### config.mk
export PLATFORM = sky130hd
export DESIGN_NAME = w_writeback
export DESIGN_NICKNAME = d
export VERILOG_FILES = /design/src/rtl/w_writeback.sv
export SDC_FILE = /design/constraint.sdc
export NUM_CORES = 1
export LEC_CHECK = 0
export ABC_CLOCK_PERIOD_IN_PS = 5450
export CAP_MARGIN = 15
export CELL_PAD_IN_SITES_DETAIL_PLACEMENT = 0
export CELL_PAD_IN_SITES_GLOBAL_PLACEMENT = 1
export CORE_MARGIN = 1
export CORE_UTILIZATION = 30
export CTS_CLUSTER_DIAMETER = 30
export DETAILED_ROUTE_END_ITERATION = 7
export PLACE_DENSITY_LB_ADDON = 0.1
export SETUP_SLACK_MARGIN = 0.4
export SLEW_MARGIN = 30
export SYNTH_ARGS = -nofsm -noshare
export SYNTH_HDL_FRONTEND = slang
export SYNTH_SLANG_ARGS = --single-unit
### constraint.sdc
create_clock -name clk -period 5.45 [get_ports clk]
set_input_delay 1.09 -clock clk [delete_from_list [all_inputs] [get_ports clk]]
set_output_delay 1.09 -clock clk [all_outputs]
set_load 0.05 [all_outputs]
### src/rtl/w_writeback.sv
// Writeback stage: M/W pipeline register, sub-word load extension and GRF write-data select.
// Optional feature: define W_RETIRE_CNT_EN to build the retired-instruction counter.
module w_writeback #(
  parameter logic [31:0] PC_RESET = 32'h0000_3000
) (
  input  logic        clk,
  input  logic        reset,
  input  logic        en,
  input  logic        flush,
  input  logic        M_valid,
  input  logic [31:0] M_PC,
  input  logic [4:0]  M_A3,
  input  logic [1:0]  M_WDSel,
  input  logic [2:0]  M_LoadType,
  input  logic [31:0] M_ALUOut,
  input  logic [31:0] M_DMRaw,
  input  logic [31:0] M_CP0Out,
  output logic        W_valid,
  output logic [31:0] W_PC,
  output logic [4:0]  W_A3,
  output logic [31:0] W_WD,
  output logic        W_we,
  output logic [31:0] W_retire_cnt
);

  localparam logic [2:0] LD_LH  = 3'd1;
  localparam logic [2:0] LD_LHU = 3'd2;
  localparam logic [2:0] LD_LB  = 3'd3;
  localparam logic [2:0] LD_LBU = 3'd4;

  localparam logic [1:0] WD_ALU  = 2'd0;
  localparam logic [1:0] WD_LOAD = 2'd1;
  localparam logic [1:0] WD_PC8  = 2'd2;

  logic        valid_q,  valid_d;
  logic [31:0] pc_q,     pc_d;
  logic [4:0]  a3_q,     a3_d;
  logic [1:0]  wdsel_q,  wdsel_d;
  logic [2:0]  ldtype_q, ldtype_d;
  logic [1:0]  off_q,    off_d;
  logic [31:0] aluout_q, aluout_d;
  logic [31:0] dmraw_q,  dmraw_d;
  logic [31:0] cp0_q,    cp0_d;

  always_comb begin
    valid_d  = valid_q;
    pc_d     = pc_q;
    a3_d     = a3_q;
    wdsel_d  = wdsel_q;
    ldtype_d = ldtype_q;
    off_d    = off_q;
    aluout_d = aluout_q;
    dmraw_d  = dmraw_q;
    cp0_d    = cp0_q;
    if (flush) begin
      valid_d  = 1'b0;
      pc_d     = PC_RESET;
      a3_d     = 5'd0;
      wdsel_d  = 2'd0;
      ldtype_d = 3'd0;
      off_d    = 2'd0;
      aluout_d = 32'd0;
      dmraw_d  = 32'd0;
      cp0_d    = 32'd0;
    end else if (en) begin
      valid_d  = M_valid;
      pc_d     = M_PC;
      a3_d     = M_valid ? M_A3 : 5'd0;
      wdsel_d  = M_WDSel;
      ldtype_d = M_LoadType;
      off_d    = M_ALUOut[1:0];
      aluout_d = M_ALUOut;
      dmraw_d  = M_DMRaw;
      cp0_d    = M_CP0Out;
    end
  end

  always_ff @(posedge clk or negedge reset) begin
    if (!reset) begin
      valid_q  <= 1'b0;
      pc_q     <= PC_RESET;
      a3_q     <= 5'd0;
      wdsel_q  <= 2'd0;
      ldtype_q <= 3'd0;
      off_q    <= 2'd0;
      aluout_q <= 32'd0;
      dmraw_q  <= 32'd0;
      cp0_q    <= 32'd0;
    end else begin
      valid_q  <= valid_d;
      pc_q     <= pc_d;
      a3_q     <= a3_d;
      wdsel_q  <= wdsel_d;
      ldtype_q <= ldtype_d;
      off_q    <= off_d;
      aluout_q <= aluout_d;
      dmraw_q  <= dmraw_d;
      cp0_q    <= cp0_d;
    end
  end

  // offset[0] is deliberately ignored for halfwords; misalignment traps upstream
  logic [15:0] ld_half;
  logic [7:0]  ld_byte;
  logic [31:0] ld_ext;

  always_comb begin
    ld_half = off_q[1] ? dmraw_q[31:16] : dmraw_q[15:0];
    case (off_q)
      2'd0:    ld_byte = dmraw_q[7:0];
      2'd1:    ld_byte = dmraw_q[15:8];
      2'd2:    ld_byte = dmraw_q[23:16];
      default: ld_byte = dmraw_q[31:24];
    endcase
    case (ldtype_q)
      LD_LH:   ld_ext = {{16{ld_half[15]}}, ld_half};
      LD_LHU:  ld_ext = {16'd0, ld_half};
      LD_LB:   ld_ext = {{24{ld_byte[7]}}, ld_byte};
      LD_LBU:  ld_ext = {24'd0, ld_byte};
      default: ld_ext = dmraw_q;
    endcase
  end

  always_comb begin
    case (wdsel_q)
      WD_ALU:  W_WD = aluout_q;
      WD_LOAD: W_WD = ld_ext;
      WD_PC8:  W_WD = pc_q + 32'd8;
      default: W_WD = cp0_q;
    endcase
  end

  assign W_valid = valid_q;
  assign W_PC    = pc_q;
  assign W_A3    = valid_q ? a3_q : 5'd0;
  assign W_we    = valid_q && (a3_q != 5'd0);

`ifdef W_RETIRE_CNT_EN
  logic [31:0] retire_cnt_q, retire_cnt_d;

  always_comb begin
    retire_cnt_d = retire_cnt_q;
    if (en && !flush && M_valid) begin
      retire_cnt_d = retire_cnt_q + 32'd1;
    end
  end

  always_ff @(posedge clk or negedge reset) begin
    if (!reset) begin
      retire_cnt_q <= 32'd0;
    end else begin
      retire_cnt_q <= retire_cnt_d;
    end
  end

  assign W_retire_cnt = retire_cnt_q;
`else
  assign W_retire_cnt = 32'd0;
`endif

endmodule
# [Yosys cells after proc, flatten, opt, wreduce, memory -nomap -nowiden]
# Cells that the tools add are included.
[word_totals] regBits=141 input_bits=143 output_inout_bits=103
[classes] addsub=1 n_eq_ne=8 muxes=24 n_reduce_logical=5
[ops] cell="2-to-1 mux 32 bit" n=8
[ops] cell="case mux 32 bit (4 select lines)" n=1
[ops] cell="case mux 32 bit (3 select lines)" n=1
[ops] cell="adder 32 x 4 -> 32 bit (second input constant)" n=1
[ops] cell="case mux 8 bit (3 select lines)" n=1
[ops] cell="2-to-1 mux 5 bit" n=4
[ops] cell="2-to-1 mux 16 bit" n=1
[ops] cell="2-to-1 mux 2 bit" n=4
[ops] cell="== test 3 x 2 -> 1 bit (second input constant)" n=2
[ops] cell="2-to-1 mux 3 bit" n=2
[ops] cell="nonzero test 5 bit" n=1
[ops] cell="== test 2 x 1 -> 1 bit (second input constant)" n=2
[ops] cell="== test 2 bit (second input constant)" n=2
[ops] cell="zero test 2 bit" n=2
[ops] cell="== test 3 x 1 -> 1 bit (second input constant)" n=1
[ops] cell="== test 3 bit (second input constant)" n=1
[ops] cell="2-to-1 mux 1 bit" n=2
[ops] cell="nonzero test 2 bit" n=1
[ops] cell="logical AND 1 bit" n=1

# [Logic depth before layout (Yosys ltp)]
[logic_depth] word_depth=4 mapped_depth=8

# [Worst setup path after synthesis]
# No wires, ideal clock.
[synth_timing] kind="register to output" start="reg pc_q[3] (netlist: W_PC[3])" end="out W_WD[25]" t_arrival_ns=2.763 required_ns=4.360 setup_slack_ns=1.597 path_stages_with_launch=7 path_cell_list="dfrtp_1 -> ha_1 -> nand2_1 -> or4b_4 -> nor4_1 -> nor3_1 -> a31oi_1"
[synth_between] elab_chain_cells=2
[synth_lines] item="from (decl)" line_no="36" source="logic [31:0] pc_q, pc_d;"
[synth_lines] item="from (signal assigned)" line_no="91" source="pc_q <= pc_d;"
[synth_lines] item="adder 32 x 4 -> 32 bit" line_no="128" source="WD_PC8: W_WD = pc_q + 32'd8;"
[synth_lines] item="case mux 32 bit (3 select lines)" line_no="125" source="case (wdsel_q)"
[synth_lines] item="to (decl)" line_no="21" source="output logic [31:0] W_WD,"
# No other way between the ends.

# [Worst setup path after layout]
[layout_timing] start="reg ldtype_q[1]" end="out W_WD[14]"
[layout_between] elab_chain_cells=3
[layout_lines] item="from (decl)" line_no="39" source="logic [2:0] ldtype_q, ldtype_d;"
[layout_lines] item="from (signal assigned)" line_no="94" source="ldtype_q <= ldtype_d;"
[layout_lines] item="== test 3 bit (tied with other cells)" line_no="115" source="case (ldtype_q)"
[layout_lines] item="case mux 32 bit (4 select lines) *" line_no="115"
[layout_lines] item="case mux 32 bit (3 select lines) *" line_no="125"
# Every way passes the cells marked *; elsewhere a longest branch is shown, timed or not.

==> flow_summary.toml <==
[die]
die_w_um = 165
dieHeight_um = 165
dieArea_mm2 = 0.0272
core-area_mm2 = 0.0261
initial_core_util = 0.306
rows = 59
pin_count = 246

[yosys]
ys_ff_latch = 139
yosysTopAreaCell = "dfrtp_1"
synth_enable_flop_cells = 0
yosys_most_used_dff = "dfrtp_1"
syn_area_mm2 = 0.00797
synth_area_leaders = "dfrtp_1 43%, mux2i_1 19%, nor2_1 7.5%, buf_4 3.0%, nand2_1 1.9%"
syn_inst = 833
synthArstFlopShare = 1.00
yosys_warnings = 0
postSynthAreaPerCell_um2 = 9.57
yosysUniqueCellTypes = 61
yosysSeqAreaShare = 0.437
yosysTopAreaCellShare = 0.430

[drt]
ant_nets = 0
routed_wl_um = 27700
drt_first_pass_iters = 5
wire_per_inst_um = 20.3
via_count = 6651
viasPerCell = 4.88
post-route-drc-count = 0
first_iter_violations = 321

[clock_tree]
hold_buffers = 0
clk_latency_ns = 0.43
clkSlewWorstSetupHoldPaths_ns = 0.06
cts_num_sinks = 139
cts_resized = 0
cts_tree = "built"
root_buffer = "clkbuf_16"
post_cts_buffers = 0
clockBufferDepth = 2
htreeDepth = 4
cts-buffers-inserted = 17

[place]
dp_hpwl_um = 20100
place_ws_ns = 1.35
gp_congestion = 0.822
port_buffers = 213

[timing]
setup_ws_ns = 0.911
fin_setup_tns_ns = 0
period_share = 0.833
period_minus_slack_ns = 4.54
relSlewSlack = 0.395
tightest_slew_ns = 0.907
rsz0062_at_grt = "no"
slew_violations = 0
setup_violations = 0
finClkSkew_ns = 0
hold_violations = 0
whs_ns = 0.517
fmax_mhz = 220

[hold_path]
hp-class = "flop to flop"

[global_routing]
first_global_vias = 6612
grt_pass1_wl_um = 41700
grt_max_degree = 80
grt.total_usage = 0.209
overflow = 0
antenna_found_initial = 3

[setup_path]
crit_arrival_ns = 3.45
critical_path.endpoint = "W_WD[14]"
crit_required_ns = 4.36
cp-start-kind = "flop"
crit_fanout = 25
reg2reg_to = "wdsel_q[0]"
r2r_slack_ns = 4.16
rr_startpoint = "wdsel_q[0]"
crit_start = "ldtype_q[1]"
crit_path_end_kind = "primary output"
r2r_cells = 3
path_class = "flop to primary output"

[power_and_ir_drop]
power_density_mw_per_mm2 = 281
leakagePower_nw = 4.74
p_total_w = 0.00304
vdd_ir_drop_max_uv = 200

[outcome]
status = "finished, final reports clean"

[cells_and_area]
area_growth_pct = 35.9
nets = 1159
layout-drive-gt1-share = 0.0623
postLayoutCoreUtil = 0.416

[run]
drv_cap = 0
[per-stage QoR]
| step | std cells | area [um2] |
|---|---|---|
| after floorplan | 864 | 8090 |
| after global placement | 1331 | 10300 |
| after detailed placement | 1331 | 10300 |
| after CTS | 1363 | 10800 |
| final | 1364 | 10800 |
| after global routing | 1363 | 10800 |
[area by class of cell]
cell class              instances  area (um2)
clock buffers                  18         429
multi-input cells             623        4110
diodes                          1        2.50
well taps                     335         419
inverters                       9        33.8
clock inverters                14         134
flip-flops and latches        139        3480
repair buffers                225        2220
fillers                      2651       15200
[cells in the final DEF (no fill, tap or decap), drive strengths merged, types with 8 or more instances in the layout]
master / n
inv: 15
mux2i: 149
nor4: 8
nor3: 12
nor2: 159
clkdlybuf4s50: 210
a211oi: 14
nor2b: 9
clkbuf: 18
buf: 15
xnor2: 17
o21ai: 29
nand2: 40
a21oi: 26
a31oi: 9
dfrtp: 137
o221ai: 13
conb: 32
nand3: 17
[how the worst min path moves through the flow]
stage                   endpoint          from  slack [ns]  cells past startpoint
finish                 cp0_q[10]     cp0_q[10]        0.52                      2
global placement       cp0_q[15]     cp0_q[15]        0.50                      2
CTS                    cp0_q[10]     cp0_q[10]        0.52                      2
detailed placement     cp0_q[10]     cp0_q[10]        0.51                      2
global route        aluout_q[26]  aluout_q[26]        0.54                      2
floorplan              cp0_q[12]     cp0_q[12]        0.48                      2
[report_power, final]
part / switching (W) / internal [W] / total, W
Sequential: 0.0000721 / 0.00109 / 0.00116
Clock: 0.000500 / 0.000636 / 0.00114
Combinational: 0.000454 / 0.000286 / 0.000740
[Yosys cell counts (all sizes together), types with 3 or more instances]
master	n
a211oi	14
a21oi	26
a222oi	3
a22oi	6
a31oi	9
and2	7
and4	4
buf	58
clkbuf	35
dfrtp	137
inv	9
mux2i	149
nand2	40
nand2b	7
nand3	17
nand4	7
nor2	159
nor2b	9
nor3	12
nor4	8
o211ai	6
o21ai	29
o221a	3
o221ai	13
o22ai	5
o31a	3
o31ai	3
or2	5
xnor2	17
xor2	7
[sequential cells by signal, indices dropped and copies added, names as in the netlist]
signal    cells
cp0_q        32
ldtype_q      3
aluout_q     31
a3_q          5
dmraw_q      32
wdsel_q       2
off_q         1
W_PC         32
W_valid       1
[worst max-delay path: stages (launching register included)]
cell             delay [ns]
dfrtp_1                0.53
nor2_1                 0.19
xnor2_4                0.60
nand2_1                0.38
o221a_1                0.34
a221o_1                0.26
clkdlybuf4s50_1        0.73
[routing by layer]
layer,vias to the layer above,GRT usage,share of wire
li1,3237,-,-
met1,3200,0.291,0.47
met2,196,0.325,0.46
met3,16,0.0507,0.056
met4,2,0.0471,0.0093
met5,-,0,0.00047
[cells by family after synthesis]
family / synth area share
adders and majority gates: 0.00157
buffers and inverters: 0.0648
xor gates and xnor gates: 0.0264
DFF: 0.437
other: 0.000471
muxes: 0.191
and+or+nand+nor: 0.165
AOI/OAI and AO/OA: 0.113
(Power assumes the default switching activity.)
